`src/rtl/osd_read_arbiter.sv`:
```
// Round-robin arbiter sharing one Avalon-MM single-word read master between two OSD
// read engines; returned data is steered back through an in-order tag FIFO.
module osd_read_arbiter #(
    parameter int DATA_LOG = 3,
    parameter int PEND_LOG = 3,
    localparam int DW      = 1 << DATA_LOG,
    localparam int BW      = 1 << (DATA_LOG - 3),
    localparam int DEPTH   = 1 << PEND_LOG
) (
    input  logic                clk,
    input  logic                rst,

    input  logic [31:0]         s0_address,
    input  logic                s0_read,
    input  logic [BW-1:0]       s0_byteenable,
    output logic                s0_waitrequest,
    output logic [DW-1:0]       s0_readdata,
    output logic                s0_readdatavalid,

    input  logic [31:0]         s1_address,
    input  logic                s1_read,
    input  logic [BW-1:0]       s1_byteenable,
    output logic                s1_waitrequest,
    output logic [DW-1:0]       s1_readdata,
    output logic                s1_readdatavalid,

    output logic [31:0]         m_address,
    output logic                m_read,
    output logic [BW-1:0]       m_byteenable,
    input  logic                m_waitrequest,
    input  logic [DW-1:0]       m_readdata,
    input  logic                m_readdatavalid,

    output logic [PEND_LOG:0]   pending,
    output logic                err_orphan,
    output logic [1:0]          arb_state
);

    // Handshake: a master-side read is accepted in the cycle where m_read=1 and
    // m_waitrequest=0; s*_waitrequest mirrors that only for the current owner.
    typedef enum logic [1:0] {
        UNLOCKED = 2'd0,
        LOCK0    = 2'd1,
        LOCK1    = 2'd2
    } state_t;

    localparam logic [PEND_LOG:0] FULL_CNT = {1'b1, {PEND_LOG{1'b0}}};

    state_t               state_q, state_d;
    logic                 last_q, last_d;
    logic [PEND_LOG-1:0]  wr_ptr_q, rd_ptr_q;
    logic [PEND_LOG:0]    count_q;
    logic [DEPTH-1:0]     tag_q;
    logic                 err_q;

    logic owner_vld;
    logic owner;
    logic owner_read;
    logic full;
    logic empty;
    logic accept;
    logic pop;
    logic head;

    always_comb begin
        owner_vld = 1'b0;
        owner     = 1'b0;
        case (state_q)
            LOCK0: begin
                owner_vld = 1'b1;
                owner     = 1'b0;
            end
            LOCK1: begin
                owner_vld = 1'b1;
                owner     = 1'b1;
            end
            default: begin
                if (s0_read && s1_read) begin
                    owner_vld = 1'b1;
                    owner     = ~last_q;
                end else if (s0_read) begin
                    owner_vld = 1'b1;
                    owner     = 1'b0;
                end else if (s1_read) begin
                    owner_vld = 1'b1;
                    owner     = 1'b1;
                end
            end
        endcase
    end

    assign full       = (count_q == FULL_CNT);
    assign empty      = (count_q == '0);
    assign owner_read = owner ? s1_read : s0_read;

    // A return in the same cycle frees a slot, so a full FIFO may still accept.
    assign m_read       = ~rst & owner_vld & owner_read & ~(full & ~m_readdatavalid);
    assign m_address    = owner ? s1_address : s0_address;
    assign m_byteenable = owner ? s1_byteenable : s0_byteenable;
    assign accept       = m_read & ~m_waitrequest;

    assign s0_waitrequest = ~(accept & ~owner);
    assign s1_waitrequest = ~(accept & owner);

    assign pop              = m_readdatavalid & ~empty;
    assign head             = tag_q[rd_ptr_q];
    assign s0_readdatavalid = pop & ~head;
    assign s1_readdatavalid = pop & head;
    assign s0_readdata      = m_readdata;
    assign s1_readdata      = m_readdata;

    assign pending    = count_q;
    assign err_orphan = err_q;
    assign arb_state  = state_q;

    always_comb begin
        state_d = UNLOCKED;
        last_d  = last_q;
        if (accept) begin
            last_d = owner;
        end else if (m_read && m_waitrequest) begin
            state_d = owner ? LOCK1 : LOCK0;
        end
    end

    always_ff @(posedge clk or posedge rst) begin
        if (rst) begin
            state_q  <= UNLOCKED;
            last_q   <= 1'b1;
            wr_ptr_q <= '0;
            rd_ptr_q <= '0;
            count_q  <= '0;
            tag_q    <= '0;
            err_q    <= 1'b0;
        end else begin
            state_q <= state_d;
            last_q  <= last_d;
            if (accept) begin
                tag_q[wr_ptr_q] <= owner;
                wr_ptr_q        <= wr_ptr_q + PEND_LOG'(1);
            end
            if (pop) begin
                rd_ptr_q <= rd_ptr_q + PEND_LOG'(1);
            end
            if (accept && !pop) begin
                count_q <= count_q + (PEND_LOG+1)'(1);
            end else if (!accept && pop) begin
                count_q <= count_q - (PEND_LOG+1)'(1);
            end
            if (m_readdatavalid && empty) begin
                err_q <= 1'b1;
            end
        end
    end

endmodule

```
`config.mk`:
```
export PLATFORM = sky130hd
export DESIGN_NAME = osd_read_arbiter
export DESIGN_NICKNAME = d
export VERILOG_FILES = /design/src/rtl/osd_read_arbiter.sv
export SDC_FILE = /design/constraint.sdc
export NUM_CORES = 1
export LEC_CHECK = 0
export BUFFER_PORTS_ARGS = -buffer_cell sky130_fd_sc_hd__buf_4
export CORE_AREA = 2 2 70 72
export CTS_CLUSTER_DIAMETER = 200
export DETAILED_ROUTE_END_ITERATION = 16
export DIE_AREA = 0 0 72 74
export PLACE_DENSITY = 0.84
export SETUP_SLACK_MARGIN = 0.05
export SYNTH_ARGS = -nofsm -noshare
export SYNTH_HDL_FRONTEND = slang
export SYNTH_SLANG_ARGS = --single-unit
```
`constraint.sdc`:
```
create_clock -name clk -period 3.5 [get_ports clk]
set_clock_uncertainty 0.05 [all_clocks]
set_input_delay 0.7 -clock clk [delete_from_list [all_inputs] [get_ports clk]]
set_output_delay 0.7 -clock clk [all_outputs]
set_load 0.01 [all_outputs]
```
==> impl_metrics.tcl <==
set metrics [dict create \
    fin_crit_ps 3180 \
    yosysTopAreaCell "dfrtp_1" \
    crit_fanout 5 \
    core_um2 4600 \
    overflow 0 \
    slew_headroom_pct 44.9 \
    synth.top_cell.area_share_pct 29.8 \
    vias 1623 \
    drt-total-wl_mm 4.97 \
    cts.sinks 22 \
    seqPwrFrac_pct 32.4 \
    power.density_nw_per_um2 573 \
    clkPwrFrac_pct 15.8 \
    grt_max_degree 23 \
    combinationalPowerShare_pct 51.8 \
    worst_slew_pin_slew_ps 825 \
    drive_gt1_share_pct 64.6 \
    synthCells 171 \
    path_class "flop to flop" \
    cts_setup_buffers 0 \
    ys_warn_count 0 \
    via_per_inst 4.99 \
    std_cell_rows 25 \
    ys_types 35 \
    placed_cells 321 \
    reg2reg_setup_slack_ps 320 \
    syn-cell-area_um2 1770 \
    startpoint_type "flop" \
    finalNonFillerCells 325 \
    power_leakage_nw 1.28 \
    cts_tree "done" \
    cts_max_path_buffers 2 \
    die_y_um 74 \
    setup_tns_ps 0 \
    dp_hpwl_mm 4.16 \
    r2r_cells 12 \
    syn_area_per_cell_um2 10.3 \
    hold_viol_final 0 \
    maxCapViolations 0 \
    drv_slew 0 \
    status "completed" \
    drt_iter0_drc 65 \
    io_buffers 116 \
    clk_latency_ps 270 \
    path_clk_slew_ps 80 \
    antenna_cells 0 \
    synth.area.top_cells "dfrtp_1 (30%), mux2_2 (28%), buf_4 (6.8%)" \
    drt-wirelength-per-cell_um 15.3 \
    areaGrowthSynthToFinish_pct 50.4 \
    fmax_ghz 0.314 \
    synth_seq_area_share_pct 31.3 \
    initial_core_util_pct 38.4 \
    cp.required_ps 3600 \
    die_area_um2 5330 \
    drtAntennaViolNets 0 \
    gp_congestion 0.791 \
    crit_path_end_kind "flop" \
    numCtsBuffers 3 \
    p_int_uw 981 \
    switching_share_pct 35.5 \
    antenna_found_initial 0 \
    grt_use_total_pct 16.7 \
    fin_nets 359 \
    syn_nets 258 \
    grt_first_pass_wirelength_mm 7.06 \
    grt_pass1_vias 1475 \
    root_buffer "clkbuf_8" \
    switching_power_uw 541 \
    hp-class "flop to flop" \
    ir_drop_uv 332 \
    r2r_start "arb_state[0]" \
    ios 141 \
    htreeDepth 1 \
    rsz0062_at_grt "false" \
    worstPathArrival_ps 3290 \
    die_x_um 72 \
    drcViolationCount 0 \
    crit_path_end "pending[3]" \
    dr.pass1.iters 4 \
    cp-startpoint "arb_state[0]" \
    fin_crit_sh_pct 90.9 \
    setup_viol 0 \
    synth-seq-cells 22 \
    r2r-end "pending[3]" \
    fillCellCount 400 \
]
power by group through the flow:
stage | Combinational [mW] | Clock, mW | Sequential, mW
after global routing | 0.859 | 0.253 | 0.518
after detailed placement | 0.792 | 0 | 0.496
after floorplan | 0.505 | 0 | 0.479
final | 0.788 | 0.241 | 0.493
after global placement | 0.772 | 0 | 0.485
after CTS | 0.797 | 0.246 | 0.492
cell type report:
cell class	instances	area [um2]	area share, %
flip-flops and latches	22	552	20.8
multi-input cells	119	1040	39.2
repair buffers	120	901	33.9
inverters	6	22.5	0.848
well taps	54	67.6	2.54
clock buffers	3	41.3	1.56
clock inverters	1	30.0	1.13
cells by family after synthesis:
group,Yosys count,synth area share [%]
compound gates,12,4.75
xor+xnor,6,2.98
fa+ha+maj,7,5.39
buf+inv,30,10.2
flops,22,31.3
mux,47,31.2
simple gates,47,14.2
what timing repair did:
| action | 4_1_cts | 5_1_grt |
|---|---|---|
| hold buffers | 0 | 0 |
| resized for setup | 0 | 1 |
| endpoints found under the setup margin | 0 | 1 |
routing by layer:
metal | global-route usage, % | vias to the layer above | wire, um
met4 | 3.14 | 0 | 30
met1 | 22.6 | 770 | 2000
met2 | 28.1 | 47 | 2600
li1 | - | 801 | -
met5 | 0 | - | 0
met3 | 3.39 | 5 | 342
layout by cell type, fill, tap and decap left out, types with 4 or more instances in the layout:
| master | count |
|---|---|
| buf_4 | 120 |
| dfrtp_1 | 21 |
| ha_1 | 6 |
| inv_1 | 6 |
| mux2_2 | 44 |
| nand2_1 | 9 |
| nand3_1 | 7 |
| nor2_1 | 4 |
| nor3_1 | 14 |
| xnor2_1 | 4 |
cells in the mapped netlist:
master / n
nor2b_1: 3
a31oi_1: 1
and2_1: 2
inv_1: 6
nand3_1: 7
and3_1: 1
xor2_1: 2
nand4_1: 2
mux4_2: 2
o21ai_0: 2
nand3b_1: 1
o41ai_1: 1
nand2_1: 9
ha_1: 6
nor4_1: 1
a31o_2: 2
a2111oi_0: 1
nor4_4: 1
or3_1: 1
fa_1: 1
xnor2_1: 4
nor3_1: 14
mux2_2: 44
a221o_1: 1
buf_4: 16
nor2_1: 4
buf_2: 6
a21oi_1: 3
dfrtp_1: 21
clkbuf_1: 1
buf_1: 1
dfstp_2: 1
a21o_1: 1
nand2b_1: 1
mux2i_1: 1
worst min path at each step:
stage,cells after the start,slack (ps),to,from
2_1_floorplan,1,410,wr_ptr_q[2],wr_ptr_q[2]
3_3_place_gp,1,420,err_orphan,err_orphan
3_5_place_dp,1,420,err_orphan,err_orphan
4_1_cts,1,450,err_orphan,err_orphan
5_1_grt,1,470,tag_q[2],tag_q[2]
6_report,1,440,rd_ptr_q[2],rd_ptr_q[2]
worst max-delay path, stage by stage, from the launching register on:
cell and delay [ps]:
dfrtp_1 360, inv_1 50, ha_1 330, nand2b_1 190, a21oi_1 300, nor4_4 90
ha_1 240, inv_1 150, ha_1 250, a21o_1 210, a2111oi_0 450, a31oi_1 80
a221o_1 330
state kept, by name, indices dropped and copies added, names as in the netlist:
signal	count
tag_q	8
last_q	1
arb_state	2
pending	4
wr_ptr_q	3
rd_ptr_q	3
err_orphan	1
through the flow:
| stage | util, % | power, mW | cell area (um2) | setup slack, ps | hold slack, ps |
|---|---|---|---|---|---|
| 4_1_cts | 57.6 | 1.53 | 2650 | 210 | 451 |
| 5_1_grt | 57.7 | 1.63 | 2660 | 111 | 467 |
| 2_1_floorplan | - | 0.984 | 1770 | 441 | 406 |
| 3_3_place_gp | 56.0 | 1.26 | 2580 | 277 | 419 |
| 6_report | 57.7 | 1.52 | 2660 | 318 | 444 |
| 3_5_place_dp | 56.0 | 1.29 | 2580 | 174 | 418 |
Power figures use the tool's default switching activity.
